`src/rtl/alu32_pkg.sv`:
```
`default_nettype none
// +----------------------------------------------------------------------+
// | Module      : alu32_pkg                                              |
// | Description : Opcodes, flag bit positions and the opcode enum shared |
// |               by the ALU core and the ALU register stage.            |
// | Revision    : 1.0 - initial release                                  |
// +----------------------------------------------------------------------+
package alu32_pkg;

    // Opcode encodings (5-bit ALUControl values)
    localparam logic [4:0] c_op_mov = 5'b00101;
    localparam logic [4:0] c_op_add = 5'b00110;
    localparam logic [4:0] c_op_sub = 5'b00111;
    localparam logic [4:0] c_op_mul = 5'b01000;
    localparam logic [4:0] c_op_div = 5'b01001;
    localparam logic [4:0] c_op_and = 5'b01010;
    localparam logic [4:0] c_op_or  = 5'b01011;
    localparam logic [4:0] c_op_shl = 5'b01100;
    localparam logic [4:0] c_op_shr = 5'b01101;
    localparam logic [4:0] c_op_cmp = 5'b01110;

    // Bit positions inside the {E, V, N, Z} flag vector
    localparam int FLAG_Z = 0;
    localparam int FLAG_N = 1;
    localparam int FLAG_V = 2;
    localparam int FLAG_E = 3;

    // Flag vector reported for illegal operations (E only)
    localparam logic [3:0] c_flags_err = 4'b1000;

    typedef enum logic [4:0] {
        OP_MOV = 5'b00101,
        OP_ADD = 5'b00110,
        OP_SUB = 5'b00111,
        OP_MUL = 5'b01000,
        OP_DIV = 5'b01001,
        OP_AND = 5'b01010,
        OP_OR  = 5'b01011,
        OP_SHL = 5'b01100,
        OP_SHR = 5'b01101,
        OP_CMP = 5'b01110
    } alu_op_e;

endpackage : alu32_pkg
`default_nettype wire

```
`src/rtl/alu32_core.sv`:
```
`default_nettype none
// +----------------------------------------------------------------------+
// | Module      : alu32_core                                             |
// | Description : Purely combinational ALU datapath. Produces the next   |
// |               result and {E,V,N,Z} flags from the operands, opcode   |
// |               and the currently held result (CMP keeps it).          |
// |               MUL/DIV exist only when ALU32_MULDIV_EN is defined;    |
// |               otherwise those opcodes fall into the error path.      |
// | Revision    : 1.0 - initial release                                  |
// +----------------------------------------------------------------------+
module alu32_core
    import alu32_pkg::*;
#(
    parameter int WIDTH = 32
) (
    input  logic signed [WIDTH-1:0] data1,
    input  logic signed [WIDTH-1:0] data2,
    input  logic        [4:0]       ALUControl,
    input  logic signed [WIDTH-1:0] cur_result,
    output logic signed [WIDTH-1:0] next_result,
    output logic        [3:0]       next_flags
);

    localparam int SHW = $clog2(WIDTH);
    localparam logic [WIDTH-1:0] c_min_neg = {1'b1, {(WIDTH-1){1'b0}}};

    logic signed [WIDTH-1:0] w_sum;
    logic signed [WIDTH-1:0] w_diff;
    logic                    w_add_ovf;
    logic                    w_sub_ovf;
    logic                    w_shift_big;
    logic        [WIDTH-1:0] w_shl;
    logic        [WIDTH-1:0] w_shr;

    assign w_sum  = data1 + data2;
    assign w_diff = data1 - data2;

    // Overflow when operand signs make the result sign impossible
    assign w_add_ovf = (data1[WIDTH-1] == data2[WIDTH-1]) && (w_sum[WIDTH-1]  != data1[WIDTH-1]);
    assign w_sub_ovf = (data1[WIDTH-1] != data2[WIDTH-1]) && (w_diff[WIDTH-1] != data1[WIDTH-1]);

    // Any set bit above the shift-index field means amount >= WIDTH
    assign w_shift_big = |data2[WIDTH-1:SHW];
    assign w_shl       = $unsigned(data1) << data2[SHW-1:0];
    assign w_shr       = $unsigned(data1) >> data2[SHW-1:0];

`ifdef ALU32_MULDIV_EN
    logic signed [2*WIDTH-1:0] w_a_ext;
    logic signed [2*WIDTH-1:0] w_b_ext;
    logic signed [2*WIDTH-1:0] w_prod;
    logic                      w_mul_ovf;
    logic signed [WIDTH-1:0]   w_quot;
    logic                      w_div_ovf;

    assign w_a_ext   = {{WIDTH{data1[WIDTH-1]}}, data1};
    assign w_b_ext   = {{WIDTH{data2[WIDTH-1]}}, data2};
    assign w_prod    = w_a_ext * w_b_ext;
    // Product fits only if the upper half is a pure sign extension of bit WIDTH-1
    assign w_mul_ovf = (w_prod[2*WIDTH-1:WIDTH-1] != {(WIDTH+1){w_prod[WIDTH-1]}});
    assign w_div_ovf = (data1 == c_min_neg) && (data2 == {WIDTH{1'b1}});
    // Operands forced safe on the cases handled separately below
    assign w_quot    = (data2 == '0 || w_div_ovf) ? '0 : data1 / data2;
`endif

    logic signed [WIDTH-1:0] w_res;
    logic                    w_v;
    logic                    w_err;
    logic                    w_cmp;

    // Opcode decode: select the datapath result and the overflow condition
    always_comb begin
        w_res = '0;
        w_v   = 1'b0;
        w_err = 1'b0;
        w_cmp = 1'b0;
        case (ALUControl)
            c_op_mov: w_res = data1;
            c_op_add: begin
                w_res = w_sum;
                w_v   = w_add_ovf;
            end
            c_op_sub: begin
                w_res = w_diff;
                w_v   = w_sub_ovf;
            end
`ifdef ALU32_MULDIV_EN
            c_op_mul: begin
                w_res = w_prod[WIDTH-1:0];
                w_v   = w_mul_ovf;
            end
            c_op_div: begin
                if (data2 == '0) begin
                    w_err = 1'b1;
                end else if (w_div_ovf) begin
                    w_res = c_min_neg;
                    w_v   = 1'b1;
                end else begin
                    w_res = w_quot;
                end
            end
`endif
            c_op_and: w_res = data1 & data2;
            c_op_or:  w_res = data1 | data2;
            c_op_shl: w_res = w_shift_big ? '0 : w_shl;
            c_op_shr: w_res = w_shift_big ? '0 : w_shr;
            c_op_cmp: w_cmp = 1'b1;
            default:  w_err = 1'b1;
        endcase
    end

    // Final result/flag formation: error, compare, or ordinary result flags
    always_comb begin
        next_result = '0;
        next_flags  = '0;
        if (w_err) begin
            next_flags = c_flags_err;
        end else if (w_cmp) begin
            next_result        = cur_result;
            next_flags[FLAG_Z] = (data1 == data2);
            next_flags[FLAG_N] = (data1 < data2);
        end else begin
            next_result        = w_res;
            next_flags[FLAG_Z] = (w_res == '0);
            next_flags[FLAG_N] = w_res[WIDTH-1];
            next_flags[FLAG_V] = w_v;
        end
    end

endmodule : alu32_core
`default_nettype wire

```
`src/rtl/alu32_bits.sv`:
```
`default_nettype none
// +----------------------------------------------------------------------+
// | Module      : alu32_bits                                             |
// | Description : Registered 32-bit ALU. One operation accepted every    |
// |               cycle; result and flags appear one cycle later.        |
// |               Optional MUL/DIV enabled by macro ALU32_MULDIV_EN.     |
// | Revision    : 1.0 - initial release                                  |
// +----------------------------------------------------------------------+
module alu32_bits
    import alu32_pkg::*;
#(
    parameter int WIDTH = 32
) (
    input  logic                    clk,
    input  logic                    reset,
    input  logic signed [WIDTH-1:0] data1,
    input  logic signed [WIDTH-1:0] data2,
    input  logic        [4:0]       ALUControl,
    output logic signed [WIDTH-1:0] ALUResult,
    output logic                    zero,
    output logic        [3:0]       RFlags
);

    logic signed [WIDTH-1:0] w_next_result;
    logic        [3:0]       w_next_flags;
    logic signed [WIDTH-1:0] r_result;
    logic        [3:0]       r_flags;
    logic                    r_zero;

    alu32_core #(
        .WIDTH (WIDTH)
    ) u_core (
        .data1       (data1),
        .data2       (data2),
        .ALUControl  (ALUControl),
        .cur_result  (r_result),
        .next_result (w_next_result),
        .next_flags  (w_next_flags)
    );

    // Output registers; reset clears them immediately and discards in-flight work
    always_ff @(posedge clk or posedge reset) begin
        if (reset) begin
            r_result <= '0;
            r_flags  <= '0;
            r_zero   <= 1'b0;
        end else begin
            r_result <= w_next_result;
            r_flags  <= w_next_flags;
            r_zero   <= w_next_flags[FLAG_Z];
        end
    end

    assign ALUResult = r_result;
    assign RFlags    = r_flags;
    assign zero      = r_zero;

endmodule : alu32_bits
`default_nettype wire

```
`config.mk`:
```
export PLATFORM = sky130hd
export DESIGN_NAME = alu32_bits
export DESIGN_NICKNAME = d
export VERILOG_FILES = /design/src/rtl/alu32_pkg.sv /design/src/rtl/alu32_core.sv /design/src/rtl/alu32_bits.sv
export SDC_FILE = /design/constraint.sdc
export NUM_CORES = 1
export LEC_CHECK = 0
export CAP_MARGIN = 10
export CORE_MARGIN = 1
export CORE_UTILIZATION = 30
export CTS_CLUSTER_DIAMETER = 80
export CTS_CLUSTER_SIZE = 30
export DETAILED_ROUTE_END_ITERATION = 8
export PLACE_DENSITY = 0.46
export SYNTH_ARGS = -nofsm -noshare
export SYNTH_HDL_FRONTEND = slang
export SYNTH_SLANG_ARGS = --single-unit
```
`constraint.sdc`:
```
create_clock -name clk -period 3.25 [get_ports clk]
set_clock_uncertainty 0.1 [all_clocks]
set_input_delay 0.4875 -clock clk [delete_from_list [all_inputs] [get_ports clk]]
set_output_delay 0.4875 -clock clk [all_outputs]
set_load 0.03 [all_outputs]
```
==> results_dict.tcl <==
set metrics [dict create \
    vias_per_cell 5.80 \
    place_congestion 1.04 \
    vias 14200 \
    grt_pass1_wl_um 85600 \
    start_kind "input port" \
    slew_viol_final 0 \
    async_flop_share 1.00 \
    h-tree-depth 2 \
    ir_drop_mv 0.241 \
    final_hold_viol_count 0 \
    synthFlopType "dfrtp_1" \
    power_density_nw_per_um2 218 \
    synth_top_area_cell "ha_1" \
    synth_edf_count 0 \
    die_h_um 184 \
    drc 0 \
    cp.required_ps 3320 \
    io_buffers 107 \
    seq_area_um2 901 \
    grt_most_used_layer "met2" \
    cts_inserted_buffers 5 \
    critPathKind "in -> reg" \
    grt_use_total 0.341 \
    syn-num-nets 1534 \
    grt_max_degree 54 \
    worst_pin_slew_ps 734 \
    io_pins 108 \
    final_common_cell "buf_4" \
    ys_ff_latch 36 \
    met1_usage 0.453 \
    rows 66 \
    setup_viol 6 \
    yosys-top-cells-area "ha_1, dfrtp_1, mux4_2" \
    most-common-layout-cells "buf_4, nand2_1, nor2_1, a21oi_1, ha_1" \
    fin_nets 2169 \
    drt_pass1_iterations 6 \
    fmax_ghz 0.276 \
    use_met3 0.0476 \
    wire_per_inst_um 24.0 \
    synth_area_um2 9980 \
    placed_cell_area_um2 15600 \
    place_inst 2374 \
    setup_tns_ps -876 \
    worstHoldPathType "reg -> reg" \
    worst_setup_path_end_kind "flop" \
    final_core_util 0.534 \
    violations "setup timing" \
    drt_wl_total_um 58600 \
    antenna_found_initial 1 \
    ant_nets 0 \
    met2_usage 0.547 \
    layout.cells.non_filler 2443 \
    final.min_clock_period_ps 3630 \
    synthCells 1363 \
    slowest_delay_ps 430 \
    tritoncts "built" \
    drive_above_1_share 0.462 \
    area_growth_pct 74.6 \
    path_clk_slew_ps 60 \
    cts_sinks 36 \
    yosysSeqAreaShare 0.0902 \
    rsz0062_at_grt "true" \
    path_cells "buf_12 -> clkinv_8 -> ha_4 -> inv_2 -> fa_2 -> nor2b_4 -> o21a_1 -> o31a_1 -> a311o_1 -> buf_6 -> o2bb2ai_4 -> o32a_1 -> xnor2_2 -> a211oi_2 -> nand4_1 -> nor4_2 -> nand2_1 -> o41ai_2" \
    place.detailed.hpwl_um 48300 \
    clk_latency_ps 270 \
    final_area_um2 17400 \
    cts_root_buffer "clkbuf_16" \
    grt_pass1_vias 13700 \
    synth_cell_types 90 \
    synth_area_per_cell_um2 7.32 \
    ctsHoldBuffers 0 \
    path_max_fanout 3 \
    slew_headroom 0.508 \
    grt-ovfl-total 0 \
    period_share 1.12 \
    drv_cap 0 \
    cp_slowest_cell "a311o_1" \
    post-place-ws_ps -1450 \
    drtIter0Drc 1646 \
    multi_input_area_um2 9410 \
    initial_utilization 0.306 \
    cp_top_family "compound AO/OA/AOI/OAI gates" \
    yosysWarningCount 0 \
    leakagePower_nw 8.05 \
    status "finished, violations left" \
    ctsLongestPathBuffers 2 \
    fin_ws_ps -378 \
    timing.critical_path.buf_inv 4 \
    dieWidth_um 184 \
    num-fill-cells 3169 \
    cp.arrival_ps 3700 \
    synth_top_area_share 0.123 \
    dieArea_um2 34000 \
    core-area_um2 32600 \
]
==> layer usage <==
| layer | share of wire | routed length (um) |
|---|---|---|
| met1 | 0.42 | 24600 |
| met2 | 0.45 | 26400 |
| met3 | 0.082 | 4820 |
| met4 | 0.047 | 2730 |
| met5 | 0 | 0 |
==> power by group <==
part           leakage [nW]  internal [W]  switching [W]
clock                0.0798      0.000360       0.000188
combinational          7.48       0.00130        0.00145
sequential            0.487      0.000474      0.0000168
total                  8.05       0.00214        0.00165
==> sequential cells by signal, indices dropped and copies added, names as in the netlist <==
name       cells
RFlags         4
ALUResult     32
==> metrics by stage <==
stage                     hold slack (ps)  power (W)
after detailed placement              362    0.00284
final                                 372    0.00379
after CTS                             376    0.00361
after floorplan                       507    0.00158
after global routing                  387    0.00396
after global placement                357    0.00285
==> worst paths after layout <==
path / start / endpoint / slack, ps / cells past startpoint
worst min-delay path: ALUResult[17] / ALUResult[17] / 370 / 2
min in group asynchronous: reset / ALUResult[0] / 510 / 3
worst max register to register: ALUResult[10] / ALUResult[10] / 2280 / 1
worst max-delay path: data1[0] / RFlags[0] / -380 / 18
max in group asynchronous: reset / ALUResult[16] / 2190 / 3
worst min register to register: ALUResult[17] / ALUResult[17] / 370 / 2
==> repair_timing <==
| item | 4_1_cts | 5_1_grt |
|---|---|---|
| pin swaps | 79 | 66 |
| setup endpoints to repair | 28 | 21 |
| setup buffers | 44 | 28 |
| resized for setup | 245 | 133 |
==> synth_stat cells, drive strengths merged, types with 7 or more instances <==
master,instances
buf,43
clkbuf,64
and3,7
a211o,9
o211ai,32
a221oi,23
nand4,15
mux2,20
nor2,112
nor2b,15
a21o,31
mux4,32
xnor2,20
nor4,29
ha,98
a22oi,24
mux2i,50
o221ai,8
o21ai,96
a221o,15
a21oi,99
o31ai,18
inv,95
nand3,38
o22ai,18
or3,9
nand2,125
a31oi,8
a211oi,31
nand2b,12
nor3,30
dfrtp,36
==> cell families after synthesis <==
kind of cell / share of synthesized area
multiplexers: 0.145
flip-flops: 0.0902
AO/OA/AOI/OAI: 0.331
adder cells (fa/ha/maj): 0.127
buffers and inverters: 0.0871
AND/OR/NAND/NOR: 0.198
XOR/XNOR: 0.0219
==> layout make-up <==
type	instances	share of cell area
inverters	96	0.0232
clock inverters	3	0.00244
flip-flops and latches	36	0.0517
repair buffers	735	0.343
diodes	2	0.000287
multi-input cells	1124	0.540
clock buffers	5	0.00718
well taps	442	0.0317
(Power assumes the default switching activity.)
